### config.mk
export PLATFORM = sky130hd
export DESIGN_NAME = screen_sequencer
export DESIGN_NICKNAME = d
export VERILOG_FILES = /design/src/rtl/screen_sequencer.sv
export SDC_FILE = /design/constraint.sdc
export NUM_CORES = 1
export LEC_CHECK = 0
export BUFFER_PORTS_ARGS = -buffer_cell sky130_fd_sc_hd__buf_2
export CORE_ASPECT_RATIO = 0.9
export CORE_MARGIN = 2
export CORE_UTILIZATION = 50
export DETAILED_ROUTE_END_ITERATION = 6
export PLACE_DENSITY = 0.71
export REMOVE_ABC_BUFFERS = 1
export SLEW_MARGIN = 20
export SYNTH_ARGS = -nofsm -noshare
export SYNTH_HDL_FRONTEND = slang
export SYNTH_SLANG_ARGS = --single-unit
### constraint.sdc
create_clock -name iVGA_CLK -period 4.5 [get_ports iVGA_CLK]
set_input_delay 0.675 -clock iVGA_CLK [delete_from_list [all_inputs] [get_ports iVGA_CLK]]
set_output_delay 0.675 -clock iVGA_CLK [all_outputs]
set_load 0.005 [all_outputs]
### src/rtl/screen_sequencer.sv
`default_nettype none
// ============================================================================
// Module   : screen_sequencer
// Function : Game-flow FSM for the wand-tracing VGA game: screen select,
//            latched house, round timer and 4-digit BCD score.
//            Optional macro LEADERBOARD_EN adds the leaderboard screen.
// Revision : 1.0  initial release
// ============================================================================
module screen_sequencer #(
    parameter int LOGO_FRAMES    = 300,
    parameter int READY_FRAMES   = 180,
    parameter int TIMEUP_FRAMES  = 180,
    parameter int FRAMES_PER_SEC = 60,
    parameter int ROUND_SECONDS  = 60
) (
    input  logic        iVGA_CLK,
    input  logic        rst,
    input  logic        vs_n,
    input  logic        start,
    input  logic [3:0]  house_sel,
    input  logic        hit,
    output logic        logo,
    output logic        get_ready,
    output logic        times_up,
    output logic        leaderboard,
    output logic        playing,
    output logic        gryffindor,
    output logic        slytherin,
    output logic        hufflepuff,
    output logic        ravenclaw,
    output logic [15:0] score_bcd,
    output logic [6:0]  time_left
);

    localparam logic [2:0] c_S_LOGO  = 3'd0;
    localparam logic [2:0] c_S_HOUSE = 3'd1;
    localparam logic [2:0] c_S_READY = 3'd2;
    localparam logic [2:0] c_S_PLAY  = 3'd3;
    localparam logic [2:0] c_S_TUP   = 3'd4;
`ifdef LEADERBOARD_EN
    localparam logic [2:0] c_S_LB    = 3'd5;
`endif

    localparam logic [15:0] c_LOGO_LAST  = 16'(LOGO_FRAMES - 1);
    localparam logic [15:0] c_READY_LAST = 16'(READY_FRAMES - 1);
    localparam logic [15:0] c_TUP_LAST   = 16'(TIMEUP_FRAMES - 1);
    localparam logic [15:0] c_SEC_LAST   = 16'(FRAMES_PER_SEC - 1);
    localparam logic [6:0]  c_ROUND      = 7'(ROUND_SECONDS);

    logic        r_vs_q;
    logic        r_start_q;
    logic [2:0]  r_state;
    logic [2:0]  w_next;
    logic [15:0] r_frames;
    logic [15:0] w_limit;
    logic        w_frame_tick;
    logic        w_start_rise;
    logic        w_frame_done;
    logic [3:0]  r_house;
    logic [15:0] r_score;
    logic [15:0] w_score_inc;
    logic        w_carry;
    logic [6:0]  r_time_left;
    logic [3:0]  w_scr;
    logic [3:0]  r_scr;

    assign w_frame_tick = r_vs_q & ~vs_n;
    assign w_start_rise = start & ~r_start_q;

    always_comb begin
        w_limit = 16'd0;
        case (r_state)
            c_S_LOGO:  w_limit = c_LOGO_LAST;
            c_S_READY: w_limit = c_READY_LAST;
            c_S_PLAY:  w_limit = c_SEC_LAST;
            c_S_TUP:   w_limit = c_TUP_LAST;
            default:   w_limit = 16'd0;
        endcase
    end

    // In PLAY this marks the one-second wrap; elsewhere the screen timeout.
    assign w_frame_done = w_frame_tick && (r_frames == w_limit);

    always_ff @(posedge iVGA_CLK) begin
        if (rst) begin
            r_state <= c_S_LOGO;
        end else begin
            r_state <= w_next;
        end
    end

    always_comb begin
        w_next = r_state;
        case (r_state)
            c_S_LOGO:  if (w_frame_done || w_start_rise) w_next = c_S_HOUSE;
            c_S_HOUSE: if (|house_sel) w_next = c_S_READY;
            c_S_READY: if (w_frame_done) w_next = c_S_PLAY;
            // Leave on the same edge that takes time_left to zero.
            c_S_PLAY:  if ((r_time_left == 7'd0) || (w_frame_done && r_time_left == 7'd1))
                           w_next = c_S_TUP;
`ifdef LEADERBOARD_EN
            c_S_TUP:   if (w_frame_done) w_next = c_S_LB;
            c_S_LB:    if (w_start_rise) w_next = c_S_HOUSE;
`else
            c_S_TUP:   if (w_frame_done) w_next = c_S_HOUSE;
`endif
            default:   w_next = c_S_LOGO;
        endcase
    end

    always_comb begin
        w_scr    = 4'b0000;
        w_scr[3] = (r_state == c_S_LOGO);
        w_scr[2] = (r_state == c_S_READY);
        w_scr[1] = (r_state == c_S_PLAY);
        w_scr[0] = (r_state == c_S_TUP);
    end

    always_ff @(posedge iVGA_CLK) begin
        if (rst) begin
            r_scr <= 4'b1000;
        end else begin
            r_scr <= w_scr;
        end
    end

`ifdef LEADERBOARD_EN
    logic r_lb;
    always_ff @(posedge iVGA_CLK) begin
        if (rst) begin
            r_lb <= 1'b0;
        end else begin
            r_lb <= (r_state == c_S_LB);
        end
    end
    assign leaderboard = r_lb;
`else
    assign leaderboard = 1'b0;
`endif

    always_comb begin
        w_score_inc = r_score;
        w_carry     = (r_score != 16'h9999);
        for (int i = 0; i < 4; i++) begin
            if (w_carry) begin
                if (r_score[4*i +: 4] == 4'd9) begin
                    w_score_inc[4*i +: 4] = 4'd0;
                end else begin
                    w_score_inc[4*i +: 4] = r_score[4*i +: 4] + 4'd1;
                    w_carry               = 1'b0;
                end
            end
        end
    end

    always_ff @(posedge iVGA_CLK) begin
        if (rst) begin
            r_vs_q      <= 1'b1;
            r_start_q   <= 1'b0;
            r_frames    <= 16'd0;
            r_house     <= 4'b0000;
            r_score     <= 16'h0000;
            r_time_left <= 7'd0;
        end else begin
            r_vs_q    <= vs_n;
            r_start_q <= start;
            if (w_next != r_state) begin
                r_frames <= 16'd0;
            end else if (w_frame_done && r_state == c_S_PLAY) begin
                r_frames <= 16'd0;
            end else if (w_frame_tick) begin
                r_frames <= r_frames + 16'd1;
            end
            if (r_state == c_S_HOUSE && |house_sel) begin
                // r_house is {ravenclaw, hufflepuff, slytherin, gryffindor}
                if (house_sel[0])      r_house <= 4'b0001;
                else if (house_sel[1]) r_house <= 4'b0010;
                else if (house_sel[2]) r_house <= 4'b0100;
                else                   r_house <= 4'b1000;
                r_score     <= 16'h0000;
                r_time_left <= c_ROUND;
            end
            if (r_state == c_S_PLAY) begin
                if (hit) r_score <= w_score_inc;
                if (w_frame_done && r_time_left != 7'd0) r_time_left <= r_time_left - 7'd1;
            end
        end
    end

    assign logo       = r_scr[3];
    assign get_ready  = r_scr[2];
    assign playing    = r_scr[1];
    assign times_up   = r_scr[0];
    assign gryffindor = r_house[0];
    assign slytherin  = r_house[1];
    assign hufflepuff = r_house[2];
    assign ravenclaw  = r_house[3];
    assign score_bcd  = r_score;
    assign time_left  = r_time_left;

endmodule
`default_nettype wire

# Word level (Yosys, flattened, before mapping)
# Index checks and enable logic that the tools add are counted.
[totals]
inputBits = 9
elab_cells = 80
ff_bits = 52
[op_classes]
bitwise_logic = 4
n_eq_ne = 16
mux = 30
add_sub_neg = 6
n_reduce_logical = 13
[ops]
columns = ["op", "n"]
rows = [
  ["two-way mux 16 bit", 3],
  ["two-way mux 4 bit", 11],
  ["case mux 9 bit (3 select lines)", 1],
  ["two-way mux 7 bit", 3],
  ["adder 16 x 1 -> 16 bit (second input constant)", 1],
  ["adder 4 x 1 -> 4 bit (second input constant)", 4],
  ["== test 16 bit", 1],
  ["== test 4 bit (second input constant)", 4],
  ["inequality test 16 bit (second input constant)", 1],
  ["two-way mux 3 bit", 5],
  ["case mux 3 bit (5 select lines)", 1],
  ["inequality test 3 x 2 -> 1 bit (second input constant)", 4],
  ["== test 7 x 1 -> 1 bit (second input constant)", 1],
  ["zero test 7 bit", 1],
  ["nonzero test 7 bit", 1],
  ["subtractor 7 x 1 -> 7 bit (second input constant)", 1],
  ["== test 3 x 2 -> 1 bit (second input constant)", 2],
  ["two-way mux 1 bit", 6],
  ["logical AND 1 bit", 5],
  ["OR reduction 4 bit", 1],
  ["== test 3 x 1 -> 1 bit (second input constant)", 1],
  ["== test 3 bit (second input constant)", 1],
  ["zero test 3 bit", 1],
  ["inequality test 3 bit", 1],
  ["other kinds (5)", 8],
]

# Depth between registers and ports, before layout
# Gate-level depths: netlist of the first run.
[depth]
depth_word = 11
mapped_depth = 8
depth_no_buf = 7

# Worst setup path before layout of the first run
# No wires, ideal clock.
[synth_timing]
path_type = "input-to-reg"
from = "input vs_n"
to = "register r_frames[3]"
required_time_ps = 4371
cell_stages = 8
setup_slack_ps = 2266
n_path_buf = 2
arrival_ps = 2106
path_cell_list = "nor2b_1 -> clkbuf_1 -> nand4_1 -> and4bb_4 -> a32oi_1 -> o21ai_2 -> buf_6 -> a211oi_2"
[synth_via]
elab_chain_len = 9
elab_cells_between_ends = 14
[synth_lines]
columns = ["item", "line_no", "rtl"]
rows = [
  ["start, declared", "18", "input logic vs_n,"],
  ["NOT 1 bit *", "67", "assign w_frame_tick = r_vs_q & ~vs_n;"],
  ["bitwise AND 1 bit *", "67", ""],
  ["logical AND 1 bit", "82", "assign w_frame_done = w_frame_tick && (r_frames == w_limit);"],
  ["logical AND 1 bit", "99", "c_S_PLAY: if ((r_time_left == 7'd0) || (w_frame_done && r_time_left == 7'd1))"],
  ["logical OR 1 bit", "99", ""],
  ["two-way mux 3 bit", "99", ""],
  ["case mux 3 bit (5 select lines)", "94", "case (r_state)"],
  ["inequality test 3 bit", "167", "if (w_next != r_state) begin"],
  ["OR reduction 3 bit (no source line)", "--", ""],
  ["end signal, assigned", "172", "r_frames <= r_frames + 16'd1;"],
  ["end, declared", "54", "logic [15:0] r_frames;"],
]
# Every way passes the cells marked *; elsewhere a longest branch is shown, timed or not.
# A chain may end at the register's enable or synchronous reset.

# Final worst setup path of the first run
[layout_timing]
from = "register r_state[2]"
to = "register r_frames[0]"
[layout_via]
elab_chain_len = 11
elab_cells_between_ends = 21
[layout_lines]
columns = ["item", "line_no", "rtl"]
rows = [
  ["start, declared", "52", "logic [2:0] r_state;"],
  ["start signal, assigned", "86", "r_state <= c_S_LOGO;"],
  ["start signal, assigned", "88", "r_state <= w_next;"],
  ["== test 3 bit / == test 3 x 2 -> 1 bit (equally long branches)", "72, 94", ""],
  ["OR reduction 2 bit (no source line)", "--", ""],
  ["case mux 9 bit (3 select lines)", "72", "case (r_state)"],
  ["== test 16 bit", "82", ""],
  ["logical AND 1 bit", "82", ""],
  ["logical AND 1 bit", "99", ""],
  ["logical OR 1 bit", "99", ""],
  ["two-way mux 3 bit", "99", ""],
  ["case mux 3 bit (5 select lines)", "94", ""],
  ["inequality test 3 bit", "167", ""],
  ["OR reduction 3 bit (no source line) *", "--", ""],
]
# Marks and branches as above.

==> results.txt, run 1 <==
Worst Reg-to-Reg Cells: 6
FMAX: 357 MHz
Leakage: 1.14 nW
DR WL/cell: 13.9 um
Area of the multi-input gates: 1590 sq um
Max incr delay on CP: 0.77 ns
Iteration count of the initial detailed-routing pass: 4
DR WL met3: 270 um
Yosys warning count: 0
HP Start: r_house[1]
Detailed-route via count: 2333
Die X: 82.1 um
GRT overflow: 0
Post-synthesis cell area: 2750 sq um
CTS H-Tree Depth: 2
Pre-CTS setup slack: 1.54 ns
Reg2reg setup slack: 1.70 ns
Area Growth Syn to Fin: 11.5%
# setup viols final: 0
Dpl hpwl: 3940 um
Routed wire length: 5610 um
Total design power: 0.899 mW
Worst Setup EP: r_frames[0]
Relative slew slack: 38.1%
Post-CTS setup buffers: 0
RD Place Congestion: 0.865
Yosys cell types: 64
DR iter-0 viols: 126
Fin nets: 349
Cell count along the critical path: 6
WL met1: 2880 um
Top layer in use: met4
Die ar.: 6100 sq um
Core area: 5290 sq um
Hold Crit Class: reg -> reg
# diodes: 0
Min cycle time layout: 2.80 ns
Max-slew violation count: 0
Drc violations: 0
Vias in the first global route: 2049
Synthesized flop and latch total: 52
Commonest cells after routing, fill and taps aside: 52 x dfxtp_1, 39 x buf_2, 28 x nor2_1, 18 x a21oi_1, 17 x nand2_1
Post-CTS sizing: 0
WP data arrival: 2.95 ns
CP bufs+invs: 0
Register area: 1040 sq um
Cts hold-fix bufs: 0
Clock Sinks: 52
Worst slew pin tran: 0.929 ns
Share of cells above drive strength 1: 21.4%
Post-synthesis sequential area ratio: 37.9%
FFs w/ async S/R, synth: 0%
Clk slew on worst S/H paths: 0.09 ns
Syn Area/Cell: 9.06 sq um
Commonest non-fill, non-tap cell in the layout: dfxtp_1
WS Path Type: reg -> reg
Setup TNS: 0 ns
Num CTS Buffers: 5
RSZ-0062 raised after global routing: false
Outcome: finished, final reports clean
Max_cap viols: 0
Worst Setup SP: r_state[2]
Io pins: 41
PD cells: 294 nW/um^2
Initial Util: 52.0%
# fillers: 487
Setup ws final: 1.70 ns
Synth Instances: 303
First-pass GRT wire length: 9440 um
Final Hold Vio Count: 0
Die Span Y: 74.3 um
VDD IR max: 0.216 mV
# rows: 25
Clock root cell: clkbuf_8
Vias per inst: 5.77
Total GRT Usage: 19.7%
Port Buffer Count: 39
Largest net degree at the start of global routing: 23
FF-to-FF Start: r_state[2]
Clk Latency, worst-skew pair: 0.32 ns
Final Cycle Share: 62.2%
Post-Route Skew: 0.0109 ns
Initial antenna violation count: 0
Post-route ant nets: 0
Delay-heaviest family, CP: compound AO/OA/AOI/OAI gates
Worst setup SP type: register
Worst reg2reg endpoint: r_frames[0]
Worst path cell trace: or3b_4 > o221ai_1 > and4bb_4 > a32oi_1 > o21ai_2 > a211oi_1
Slowest cell on crit path: o21ai_2
Deepest clock path buffer count: 2
Post-synth EDFFs: 0
TritonCTS clock tree: yes
Crit path max fanout: 16
Met2 Routed Length: 2360 um
Critical Path RT: 4.65 ns
Critical Path End Type: register
Most used DFF post-synth: dfxtp_1
[flip-flops by register name, indices dropped and copies added, names as in the netlist]
register and cells:
r_state 3, score_bcd 16, r_house 4, time_left 7, r_vs_q 1, r_scr 4, r_frames 16, r_start_q 1
[layer usage]
| metal | up-vias | global-route usage (%) |
|---|---|---|
| met5 | - | 0 |
| met4 | 0 | 6.85 |
| met3 | 11 | 3.76 |
| met2 | 60 | 29.3 |
| met1 | 1083 | 28.7 |
| li1 | 1179 | - |
[cells in the mapped netlist, types with 8 or more instances]
library cell	instances	area, sq um
dfxtp_1	52	1040
a211oi_2	10	125
nand2_1	17	63.8
xnor2_1	11	96.3
inv_1	10	37.5
nor3_1	14	70.1
nand4_1	10	62.6
a211oi_1	9	67.6
xor2_1	11	96.3
a21oi_1	18	90.1
nor2b_1	8	50.1
nand3_1	11	55.1
nor2_1	28	105
[worst min-delay path by stage]
stage	to	slack [ns]	depth (start not counted)
2_1_floorplan	r_house[1]	0.44	2
3_3_place_gp	r_house[1]	0.44	2
6_report	r_house[1]	0.47	2
4_1_cts	r_house[1]	0.47	2
5_1_grt	r_house[1]	0.50	2
3_5_place_dp	r_house[1]	0.45	2
[report_power, final]
| group | switching, mW | internal (mW) |
|---|---|---|
| sequential | 0.0110 | 0.469 |
| combinational | 0.0612 | 0.0337 |
| clock | 0.159 | 0.165 |
| total | 0.231 | 0.668 |
[worst register-to-register path: cells and delay by family (launching register included)]
family / cells / cell delay [ns]
flops: 1 / 0.66
compound gates: 4 / 1.19
simple gates: 2 / 0.79
[logic make-up after synthesis]
family | after synthesis | synth area share, %
simple gates | 127 | 26.4
compound gates | 66 | 19.6
flops | 52 | 37.9
buf+inv | 23 | 4.05
xor+xnor | 22 | 7.02
mux | 8 | 3.01
fa+ha+maj | 4 | 1.82
other cells | 1 | 0.137
[metrics by stage]
stage                     hold slack [ns]  cell area (sq um)  std cells  utilization (%)
after floorplan                     0.442               2670        290                -
after global placement              0.442               2950        396             55.8
after detailed placement            0.452               2950        396             55.8
after CTS                           0.472               3060        404             57.9
after global routing                0.496               3060        404             57.9
final                               0.467               3060        404             57.9
[cell type report]
class,count,share of cell area [%]
clock buffers,5,2.25
clock inverters,3,1.39
inverters,10,1.23
multi-input cells,228,52.0
flip-flops and latches,52,34.0
well taps,67,2.74
repair buffers,39,6.37
No activity file was read; power rests on OpenSTA's default activity.
==> run 2, diff against run 1 <==
==> constraint.sdc (replaced) <==
create_clock -name iVGA_CLK -period 2.8 [get_ports iVGA_CLK]
set_input_delay 0.42 -clock iVGA_CLK [delete_from_list [all_inputs] [get_ports iVGA_CLK]]
set_output_delay 0.42 -clock iVGA_CLK [all_outputs]
set_load 0.005 [all_outputs]
==> run 2 against run 1 <==
Net effect:
- clock power grew 25%
- hold slack worse by 0.15 ns
- worst setup slack worse by 1.4 ns
- fmax up 13%
- combinational power increased by 69%
- flip-flop and latch count is the same
- wire length rose by 1.0%
- first-iteration DRC count rose by 37%
- cell count up 1.2%
- via count increased by 0.47%
- clock-buffer cell count is 1 higher
- critical path type unchanged
- largest cell class unchanged
- largest power group unchanged
==> results.txt, run 2 (synthesized netlist as in run 1, its figures left out) <==
Min cycle time layout: 2.48 ns (-0.323 ns)
Finished Core Util: 58.2% (+0.21 points)
Worst Reg-to-Reg Cells: 6 (unchanged)
Setup TNS: 0 ns (unchanged)
Post-layout instance area: 3070 sq um (+0.37%)
Final Hold Vio Count: 0 (unchanged)
Port Buffer Count: 39 (unchanged)
Worst slew pin tran: 0.676 ns (-0.253 ns)
Post-CTS sizing: 0 (unchanged)
Reg2reg setup slack: 0.32 ns (-1.38 ns)
Core area: 5290 sq um (unchanged)
Commonest non-fill, non-tap cell in the layout: dfxtp_1
RSZ-0062 raised after global routing: false
Critical Path End Type: register
Drc violations: 0 (unchanged)
Max incr delay on CP: 0.52 ns (-0.25 ns)
Die ar.: 6100 sq um (unchanged)
Iteration count of the initial detailed-routing pass: 4 (unchanged)
Largest net degree at the start of global routing: 23 (unchanged)
Commonest cells after routing, fill and taps aside: 52 x dfxtp_1, 39 x buf_2, 28 x nor2_1, 18 x a21oi_1, 17 x nand2_1
Vias per inst: 5.73 (-0.76%)
Area Growth Syn to Fin: 11.9%
Post-CTS setup buffers: 0 (unchanged)
Clock Sinks: 52 (unchanged)
FMAX: 404 MHz (+13%)
WP data arrival: 2.67 ns (-0.28 ns)
WS Path Type: reg -> reg
Clk Latency, worst-skew pair: 0.30 ns (-0.02 ns)
Crit path max fanout: 12 (-4)
Routed wire length: 5670 um (+1.0%)
CP bufs+invs: 0 (unchanged)
GRT overflow: 0 (unchanged)
Leakage: 1.16 nW (+1.4%)
Worst setup SP type: register
Cts hold-fix bufs: 0 (unchanged)
Relative slew slack: 54.5% (+16 points)
HP Start: vs_n
Area of the multi-input gates: 1590 sq um (unchanged)
Max-slew violation count: 0 (unchanged)
# fillers: 485 (-0.41%)
Final Cycle Share: 88.4% (+26 points)
Hold Crit Class: in -> reg
DR WL/cell: 13.9 um (-0.20%)
Delay-heaviest family, CP: simple AND/OR/NAND/NOR gates
Detailed-route via count: 2344 (+0.47%)
Deepest clock path buffer count: 2 (unchanged)
VDD IR max: 0.310 mV (+44%)
Critical Path RT: 3.00 ns (-1.65 ns)
TritonCTS clock tree: yes
Post-Route Skew: 0.0109 ns (+0.00000750 ns)
# diodes: 0 (unchanged)
Worst Hold Depth: 2 (unchanged)
Total GRT Usage: 20.2% (+0.46 points)
Initial antenna violation count: 0 (unchanged)
Fin nets: 355 (+1.7%)
DR iter-0 viols: 172 (+37%)
RD Place Congestion: 0.847 (-2.1%)
Worst reg2reg endpoint: time_left[6]
PD cells: 435 nW/um^2 (+48%)
Placed Instance Area: 3000 sq um (+1.5%)
Share of cells above drive strength 1: 22.2% (+0.86 points)
Dpl hpwl: 4120 um (+4.6%)
Initial Util: 52.0% (unchanged)
Vias in the first global route: 2107 (+2.8%)
Total design power: 1.34 mW (+49%)
Register area: 1040 sq um (unchanged)
Io pins: 41 (unchanged)
First-pass GRT wire length: 9650 um (+2.3%)
Worst path cell trace: nand2_1 > mux2_2 > o32ai_4 > and3b_1 > nand3_1 > mux2_1
Hold path endpoint: r_vs_q
# rows: 25 (unchanged)
FF-to-FF Start: r_state[0]
Slowest cell on crit path: dfxtp_1
Outcome: finished, final reports clean
Clk slew on worst S/H paths: 0.09 ns (about the same)
Clock root cell: clkbuf_8
Die X: 82.1 um (unchanged)
Cell count along the critical path: 6 (unchanged)
Die Span Y: 74.3 um (unchanged)
Max_cap viols: 0 (unchanged)
Post-route ant nets: 0 (unchanged)
Num CTS Buffers: 5 (unchanged)
# setup viols final: 0 (unchanged)
CTS H-Tree Depth: 2 (unchanged)
[run 2: cell types whose count changed in the layout (fill, tap and decap cells not counted), sizes merged]
cell / delta
buf: +6
clkinvlp: -1
clkbuf: +1
bufinv: -1
[run 2: report_power, final]
group | internal [mW] | total (mW) | switching, mW
clock | 0.171 | 0.405 | 0.235
combinational | 0.0602 | 0.160 | 0.100
sequential | 0.754 | 0.771 | 0.0169
total | 0.985 | 1.34 | 0.352
[run 2: per-stage QoR]
stage          setup slack [ns]  instances  hold slack (ns)
2_1_floorplan             0.402        290            0.442
3_3_place_gp              0.428        402            0.443
3_5_place_dp              0.341        402            0.448
4_1_cts                   0.328        409            0.313
5_1_grt                   0.114        409            0.314
6_report                  0.325        409            0.319
[run 2: cell type report]
class	instances	area share, %
Clock buffer	6	2.36
Clock inverter	1	0.163
Inverter	10	1.22
Multi-Input combinational cell	228	51.9
Sequential cell	52	33.9
Tap cell	67	2.73
Timing Repair Buffer	45	7.81
[run 2: worst max-delay path by stage]
stage | startpoint | end | slack (ns)
global placement | r_state[0] | time_left[6] | 0.43
global route | r_state[0] | time_left[6] | 0.11
floorplan | r_state[2] | r_frames[0] | 0.40
finish | r_state[0] | time_left[6] | 0.32
detailed placement | r_state[0] | time_left[6] | 0.34
CTS | r_state[0] | time_left[6] | 0.33
[run 2: layer usage]
metal	GRT usage, %	part of all wire, %	vias to the layer above
met2	30.4	43	54
met5	0	0	-
li1	-	-	1190
met1	29.2	51	1094
met3	3.88	5.0	6
met4	6.48	1.2	0
